**src/rtl/buf_cmd_pkg.sv**
```systemverilog
// Shared definitions for the buffer-executor command stream: word layout,
// opcodes and the writer FSM state encoding.
package buf_cmd_pkg;

  localparam int CMD_WIDTH = 40;

  localparam logic [7:0] OP_END      = 8'hBF;
  localparam logic [7:0] OP_NOP      = 8'h80;
  localparam logic [7:0] OP_WAIT_INT = 8'h40;

  localparam logic [1:0] ST_IDLE    = 2'd0;
  localparam logic [1:0] ST_OPEN    = 2'd1;
  localparam logic [1:0] ST_SEALING = 2'd2;

  function automatic logic [7:0] cmd_opcode(input logic [CMD_WIDTH-1:0] word);
    return word[CMD_WIDTH-1 -: 8];
  endfunction

endpackage

```
**src/rtl/buf_cmd_writer.sv**
```systemverilog
// Producer end of the buffer-executor command FIFO: accepts host commands,
// never overflows the FIFO and terminates each program with an END word.
//
// Handshake: a command transfers on any rising edge where cmd_valid && cmd_ready;
// cmd_ready depends only on state, FIFO occupancy and abort, never on cmd_valid.
module buf_cmd_writer
  import buf_cmd_pkg::*;
#(
  parameter int         FIFO_DEPTH = 16,
  parameter int         DATA_WIDTH = CMD_WIDTH,
  parameter logic [7:0] END_OPCODE = OP_END
) (
  input  logic                  clk,
  input  logic                  rst,
  input  logic                  cmd_valid,
  output logic                  cmd_ready,
  input  logic [DATA_WIDTH-1:0] cmd_word,
  input  logic                  seal,
  input  logic                  abort,
  output logic                  fifo_write,
  output logic [DATA_WIDTH-1:0] fifo_write_data,
  input  logic [31:0]           fifo_data_count,
  output logic                  busy,
  output logic                  sealed,
  output logic [15:0]           prog_words,
  output logic [31:0]           words_written
);

  localparam logic [DATA_WIDTH-1:0] END_WORD = {END_OPCODE, {(DATA_WIDTH-8){1'b0}}};

  logic [1:0]            state, state_n;
  logic                  fifo_write_n;
  logic [DATA_WIDTH-1:0] fifo_write_data_n;
  logic                  sealed_n;
  logic [15:0]           prog_words_n;
  logic [31:0]           words_written_n;

  logic [32:0] est;
  logic        space_cmd;
  logic        space_end;
  logic        seal_pending;
  logic        accept;
  logic        is_end_cmd;

  // The FIFO count already includes every earlier strobe, so adding the strobe
  // in flight gives the exact occupancy; reads can only make it conservative.
  assign est       = {1'b0, fifo_data_count} + {32'd0, fifo_write};
  assign space_cmd = est < 33'(FIFO_DEPTH - 1);
  assign space_end = est < 33'(FIFO_DEPTH);

  // A seal moves straight to SEALING (after the same-cycle command, if any),
  // so the pending seal is exactly the SEALING state.
  assign seal_pending = (state == ST_SEALING);

  assign cmd_ready  = rst && ((state == ST_IDLE) || (state == ST_OPEN)) &&
                      space_cmd && !abort && !seal_pending;
  assign accept     = cmd_valid && cmd_ready;
  assign is_end_cmd = (cmd_opcode(cmd_word) == END_OPCODE);
  assign busy       = (state != ST_IDLE);

  always_comb begin
    state_n           = state;
    fifo_write_n      = 1'b0;
    fifo_write_data_n = fifo_write_data;
    sealed_n          = 1'b0;
    prog_words_n      = prog_words;
    words_written_n   = words_written;

    if (abort) begin
      state_n      = ST_IDLE;
      prog_words_n = 16'd0;
    end else begin
      case (state)
        ST_IDLE, ST_OPEN: begin
          if (accept) begin
            fifo_write_n      = 1'b1;
            fifo_write_data_n = cmd_word;
            words_written_n   = words_written + 32'd1;
            if (is_end_cmd) begin
              // Host supplied its own terminator; a same-cycle seal is absorbed.
              sealed_n     = 1'b1;
              state_n      = ST_IDLE;
              prog_words_n = 16'd0;
            end else begin
              if (state == ST_IDLE) begin
                prog_words_n = 16'd1;
              end else if (prog_words != 16'hFFFF) begin
                prog_words_n = prog_words + 16'd1;
              end
              state_n = seal ? ST_SEALING : ST_OPEN;
            end
          end else if (seal) begin
            state_n = ST_SEALING;
          end
        end
        ST_SEALING: begin
          if (space_end) begin
            fifo_write_n      = 1'b1;
            fifo_write_data_n = END_WORD;
            words_written_n   = words_written + 32'd1;
            sealed_n          = 1'b1;
            state_n           = ST_IDLE;
            prog_words_n      = 16'd0;
          end
        end
        default: begin
          state_n      = ST_IDLE;
          prog_words_n = 16'd0;
        end
      endcase
    end
  end

  always_ff @(posedge clk) begin
    if (!rst) begin
      state           <= ST_IDLE;
      fifo_write      <= 1'b0;
      fifo_write_data <= '0;
      sealed          <= 1'b0;
      prog_words      <= 16'd0;
      words_written   <= 32'd0;
    end else begin
      state           <= state_n;
      fifo_write      <= fifo_write_n;
      fifo_write_data <= fifo_write_data_n;
      sealed          <= sealed_n;
      prog_words      <= prog_words_n;
      words_written   <= words_written_n;
    end
  end

endmodule

```
**config.mk**
```make
export PLATFORM = sky130hd
export DESIGN_NAME = buf_cmd_writer
export DESIGN_NICKNAME = d
export VERILOG_FILES = /design/src/rtl/buf_cmd_pkg.sv /design/src/rtl/buf_cmd_writer.sv
export SDC_FILE = /design/constraint.sdc
export NUM_CORES = 1
export LEC_CHECK = 0
export BUFFER_PORTS_ARGS = -buffer_cell sky130_fd_sc_hd__buf_4
export CAP_MARGIN = 30
export CORE_MARGIN = 1
export CORE_UTILIZATION = 55
export CTS_CLUSTER_SIZE = 12
export DETAILED_ROUTE_END_ITERATION = 10
export GPL_ROUTABILITY_DRIVEN = 0
export PLACE_DENSITY = 0.87
export SETUP_SLACK_MARGIN = 0.5
export SLEW_MARGIN = 20
export SYNTH_ARGS = -nofsm -noshare
export SYNTH_HDL_FRONTEND = slang
export SYNTH_SLANG_ARGS = --single-unit
```
**constraint.sdc**
```tcl
create_clock -name clk -period 5.9 [get_ports clk]
set_input_delay 0.295 -clock clk [delete_from_list [all_inputs] [get_ports clk]]
set_output_delay 0.295 -clock clk [all_outputs]
set_load 0.01 [all_outputs]
```
==> Yosys cells after proc, flatten, opt, wreduce, memory -nomap -nowiden <==
Index checks and enable logic that the tools add are counted.
{ "totals": {"register_bits": 92, "word_cells": 61} }
{ "op_classes": {"add_sub_neg": 3, "n_reduce_logical": 16, "magnitude_cmp": 2, "n_mux": 24, "bitwise_logic": 2, "n_eq_ne": 8} }
{ "op_table": {"columns": ["operator", "n"], "rows": [
  ["16-bit two-way mux", 5],
  ["40-bit two-way mux", 2],
  ["40-bit case mux with 2 select lines", 1],
  ["32-bit two-way mux", 2],
  ["32-bit case mux with 2 select lines", 1],
  ["32-bit by 1-bit adder with 33-bit output", 1],
  ["33-bit by 4-bit less-than comparator with 1-bit output, second input constant", 1],
  ["33-bit by 5-bit less-than comparator with 1-bit output, second input constant", 1],
  ["32-bit by 1-bit adder with 32-bit output, second input constant", 1],
  ["16-bit case mux with 2 select lines", 1],
  ["16-bit by 1-bit adder with 16-bit output, second input constant", 1],
  ["16-bit inequality test, second input constant", 1],
  ["2-bit two-way mux", 5],
  ["8-bit == test, second input constant", 1],
  ["1-bit logical AND", 5],
  ["1-bit two-way mux", 4],
  ["2-bit inequality test, second input constant", 2],
  ["4-bit inequality test, second input constant", 1],
  ["1-bit case mux with 2 select lines", 2],
  ["2-bit case mux with 2 select lines", 1],
  ["4-bit AND reduction", 1],
  ["2-bit nonzero test", 2],
  ["2-bit OR reduction", 2],
  ["3-bit inequality test, second input constant", 1],
  ["8 further kinds", 10]
]} }

==> Longest topological paths before layout <==
{ "logic_depth": {"word_depth": 9, "mapped_depth": 14, "mapped_depth_nobuf": 11} }

==> Least setup slack after synthesis <==
OpenSTA, ideal clock, no wires.
{ "synth_path": {"path_type": "register -> register", "startpoint": "register fifo_write", "endpoint": "register words_written[26]", "arrival_time_ns": 3.579, "stages_incl_launch_ff": 14, "synth_period_minus_slack_ns": 3.649, "path_slack_ns": 2.251, "path_buffers": 2, "path_cell_list": "dfxtp_1 > ha_1 > ha_1 > nand4_4 > nor4_4 > nand4_1 > xnor2_1 > a211oi_1 > nand4_2 > or4_4 > buf_6 > buf_6 > or4_1 > a21oi_1"} }
{ "synth_between": {"elab_chain_len": 8, "word_cells_on_any_way": 10, "cone_classes": "1 x add/sub; 2 x order compare; 2 x eq/ne; 5 x reduce/logical"} }
{ "synth_rtl": {"columns": ["element", "line", "rtl"], "rows": [
  ["start, declared", "buf_cmd_writer.sv:20", "output logic fifo_write,"],
  ["start signal, assigned", "buf_cmd_writer.sv:124", "fifo_write <= fifo_write_n;"],
  ["32-bit by 1-bit adder with 33-bit output (*)", "buf_cmd_writer.sv:47", "assign est = {1'b0, fifo_data_count} + {32'd0, fifo_write};"],
  ["33-bit by 4-bit less-than comparator with 1-bit output", "buf_cmd_writer.sv:48", "assign space_cmd = est < 33'(FIFO_DEPTH - 1);"],
  ["1-bit logical AND", "buf_cmd_writer.sv:55", "assign cmd_ready = rst && ((state == ST_IDLE) || (state == ST_OPEN)) &&"],
  ["1-bit logical AND (2 in a row)", "buf_cmd_writer.sv:56", "space_cmd && !abort && !seal_pending;"],
  ["1-bit logical AND", "buf_cmd_writer.sv:57", "assign accept = cmd_valid && cmd_ready;"],
  ["2-bit inequality test (no source line)", null, null],
  ["4-bit AND reduction (no source line) (*)", null, null],
  ["end signal, assigned", "buf_cmd_writer.sv:128", "words_written <= words_written_n;"],
  ["end, declared", "buf_cmd_writer.sv:26", "output logic [31:0] words_written"]
]} }
Mark *: on every way between the ends. The rest lies on a longest branch, timed or not.
A chain may end at the register's enable or synchronous reset.

==> Worst setup path in the final report <==
{ "layout_path": {"startpoint": "register fifo_write", "endpoint": "register words_written[28]"} }
Same word-level chain as after synthesis.

==> impl_metrics.toml <==
[worst_setup_path]
worst-path-max-fanout = 100
worst_setup_path_startpoint = "fifo_write"
arrival_time_of_the_worst_setup_path_ns = 4.61
endpoint_kind = "flop"
worst_setup_path_start_kind = "flop"
worst-setup-path-type = "flop to flop"
r2r-start = "fifo_write"
critical_path_required_ns = 6.19

[placed_design]
numPortBuffers = 168
hpwlAfterDp_um = 10240
dpl.cell_count = 887
pre_cts_slack_ns = 1.603

[detailed_routing]
routed-via-count = 5501
route.detailed.drc = 0
detail_route.wirelength_um = 14020
antenna_violating_nets_post_route = 0
routedWlPerCell_um = 15.52
drt-initial-drc-count = 275
avgViaCountPerCell = 6.092
detail_route.first_pass.iterations = 5

[timing]
worst_slew_margin_rel_pct = 40.38
final.period_utilization_pct = 73.12
finalClockSkew_ns = 0.01852
report.final.slew_viol_count = 0
final_worst_hold_slack_ns = 0.1011
tightestPinTransition_ns = 0.8943
unrepaired_setup_endpoints_after_global_routing = "false"
setup_slack_ns = 1.586
final_hold_fails = 0
setup_total_negative_slack_ns = 0
setup_viol_count_final = 0
max_freq_mhz = 231.8
final.min_clock_period_ns = 4.314

[power]
p_leak_nw = 2.481
worst_ir_drop_vdd_uv = 114.3
power_density_nw_per_um2 = 182.6

[hold_path]
min_path_type = "input port to flop"
worst_min_path_start = "seal"

[flow_run]
drv_cap = 0

[clock_network]
ctsHtreeMaxLevel = 3
cts-buffers-inserted = 9
cts_tree = "yes"
cts_buffer_depth = 2
numClockSinks = 92
cts.hold.buffers_added = 0
clock_insertion_delay_worst_skew_ns = 0.38
ctsRootBufferMaster = "sky130_fd_sc_hd__clkbuf_8"
post-cts-setup-buffers = 0
resize_count_post_cts = 0
clock_transition_at_the_registers_of_the_reported_paths_ns = 0.09

[global_route]
grt_pass1_wl_um = 22990
grt_pass1_vias = 5005
grt_max_degree = 101
gr-usage-all-layers_pct = 29.19
grt_antenna_before_repair = 0
grt.overflow.total = 0

[synthesis]
synth_area_um2 = 4985
number_of_enable_type_register_cells_in_the_synthesized_netlist = 0
synthesis.nets = 723
synthDominantAreaCellType = "sky130_fd_sc_hd__dfxtp_1"
post_synth_inst_count = 642
yosysSeqAreaShare_pct = 36.95
yosys-top-cells-area = "sky130_fd_sc_hd__dfxtp_1 (37%), sky130_fd_sc_hd__nand3_1 (7.6%), sky130_fd_sc_hd__a21oi_1 (6.6%)"
async_sr_flop_fraction_pct = 0
yosysWarnings = 0
dominantRegCellSynth = "sky130_fd_sc_hd__dfxtp_1"
synth_cell_type_count = 62
avgSynthCellArea_um2 = 7.764
register_bit_total_from_synthesis = 92
yosysTopAreaCellShare_pct = 36.95

[finish]
num_antenna_cells = 0
final_common_cell = "sky130_fd_sc_hd__buf_4"
nNetsFinal = 871
nFillCells = 668
final_cell_mix = "sky130_fd_sc_hd__buf_4 (171), sky130_fd_sc_hd__dfxtp_1 (92), sky130_fd_sc_hd__nand2_1 (82)"
drive_gt1_share_pct = 25.79
sequential_cell_area_um2 = 1842
multi_input_area_um2 = 2923
instances_no_fill = 903
area.growth.synth_to_final_pct = 30.12
final_core_util_pct = 74.01

[floorplanning]
chipHeight_um = 97.20
design.die.area_um2 = 9448
pin_count = 169
floorplan.initialDensity_pct = 56.88
count_of_standard_cell_rows = 34
die_width_um = 97.20
floorplan.core_area_um2 = 8763

[run_status]
run_status = "completed"
cell type report:
| cell class | instances | area share, % |
|---|---|---|
| Clock inverter | 6 | 1.215 |
| Sequential cell | 92 | 28.40 |
| Clock buffer | 10 | 2.122 |
| Inverter | 23 | 1.331 |
| Timing Repair Buffer | 171 | 19.79 |
| Tap cell | 108 | 2.083 |
| Multi-Input combinational cell | 493 | 45.06 |
critical path: stages (launching register included):
cell and delay (ns):
sky130_fd_sc_hd__dfxtp_1 0.35, sky130_fd_sc_hd__ha_1 0.21, sky130_fd_sc_hd__ha_1 0.29, sky130_fd_sc_hd__nand4_4 0.18, sky130_fd_sc_hd__nor4_4 0.50, sky130_fd_sc_hd__nand4_1 0.18
sky130_fd_sc_hd__xnor2_1 0.16, sky130_fd_sc_hd__a211oi_1 0.34, sky130_fd_sc_hd__nand4_2 0.24, sky130_fd_sc_hd__or4_4 0.95, sky130_fd_sc_hd__or4_1 0.65, sky130_fd_sc_hd__a21oi_1 0.17
cell usage after synthesis, drive strengths merged, types with 2 or more instances:
library cell   n
nand3b         3
buf            3
a31o           2
and4           7
a211oi         3
xnor2          6
o31ai         16
dfxtp         92
or4           24
nor4          10
nand4         24
and3b          2
clkbuf        31
o31a           2
o221ai         5
or2            3
a31oi          4
nand3         77
nand2b         3
a21o           2
and3          16
o21bai         2
nand2         82
xor2           4
o211ai         6
o2111ai        2
a21oi         66
and2           3
o41ai          2
nor3          22
nor2          29
mux2i          6
or3           17
nand4b         2
ha             4
nor2b          6
o21ai         17
inv           23
o21a           3
registers in the layout (all words and copies together), names as in the netlist:
register and cells:
fifo_write_data 40, prog_words 16, words_written 32, sealed 1
state 2, fifo_write 1
per-stage QoR:
step	cell area, µm²	total power, mW
final	6486	1.185
after detailed placement	6270	0.7315
after floorplan	4985	0.6721
after global placement	6270	0.7290
after CTS	6486	1.183
after global routing	6486	1.216
path summary, 6_finish.rpt:
check / to / slack, ns / cells after the start
worst min-delay path: state[0] / 0.10 / 2
worst max-delay path: words_written[28] / 1.59 / 11
worst min register to register: fifo_write_data[7] / 0.46 / 2
worst max register to register: words_written[28] / 1.59 / 11
kinds of logic after synthesis:
kind of cell               synth area share [%]
AOI/OAI and AO/OA                         17.65
xor gates and xnor gates                  1.757
adders and majority gates                 1.004
buffers and inverters                     4.593
DFF                                       36.95
muxes                                     1.205
and+or+nand+nor                           36.85
power breakdown:
part | internal [mW] | leakage, nW | total (mW) | switching, mW
Clock | 0.217 | 0.111 | 0.466 | 0.249
Sequential | 0.621 | 0.741 | 0.622 | 0.000764
Combinational | 0.0469 | 1.63 | 0.0971 | 0.0501
Total | 0.884 | 2.48 | 1.18 | 0.300
per-layer routing:
| layer | wire length, µm | global-route usage, % | vias up | part of all wire [%] |
|---|---|---|---|---|
| li1 | - | - | 2691 | - |
| met1 | 5794 | 35.88 | 2554 | 41 |
| met2 | 6785 | 49.13 | 215 | 48 |
| met3 | 1063 | 7.122 | 41 | 7.6 |
| met4 | 374 | 11.37 | 0 | 2.7 |
| met5 | 0 | 0 | - | 0 |
Note: power is estimated with default switching activity, not from simulation.
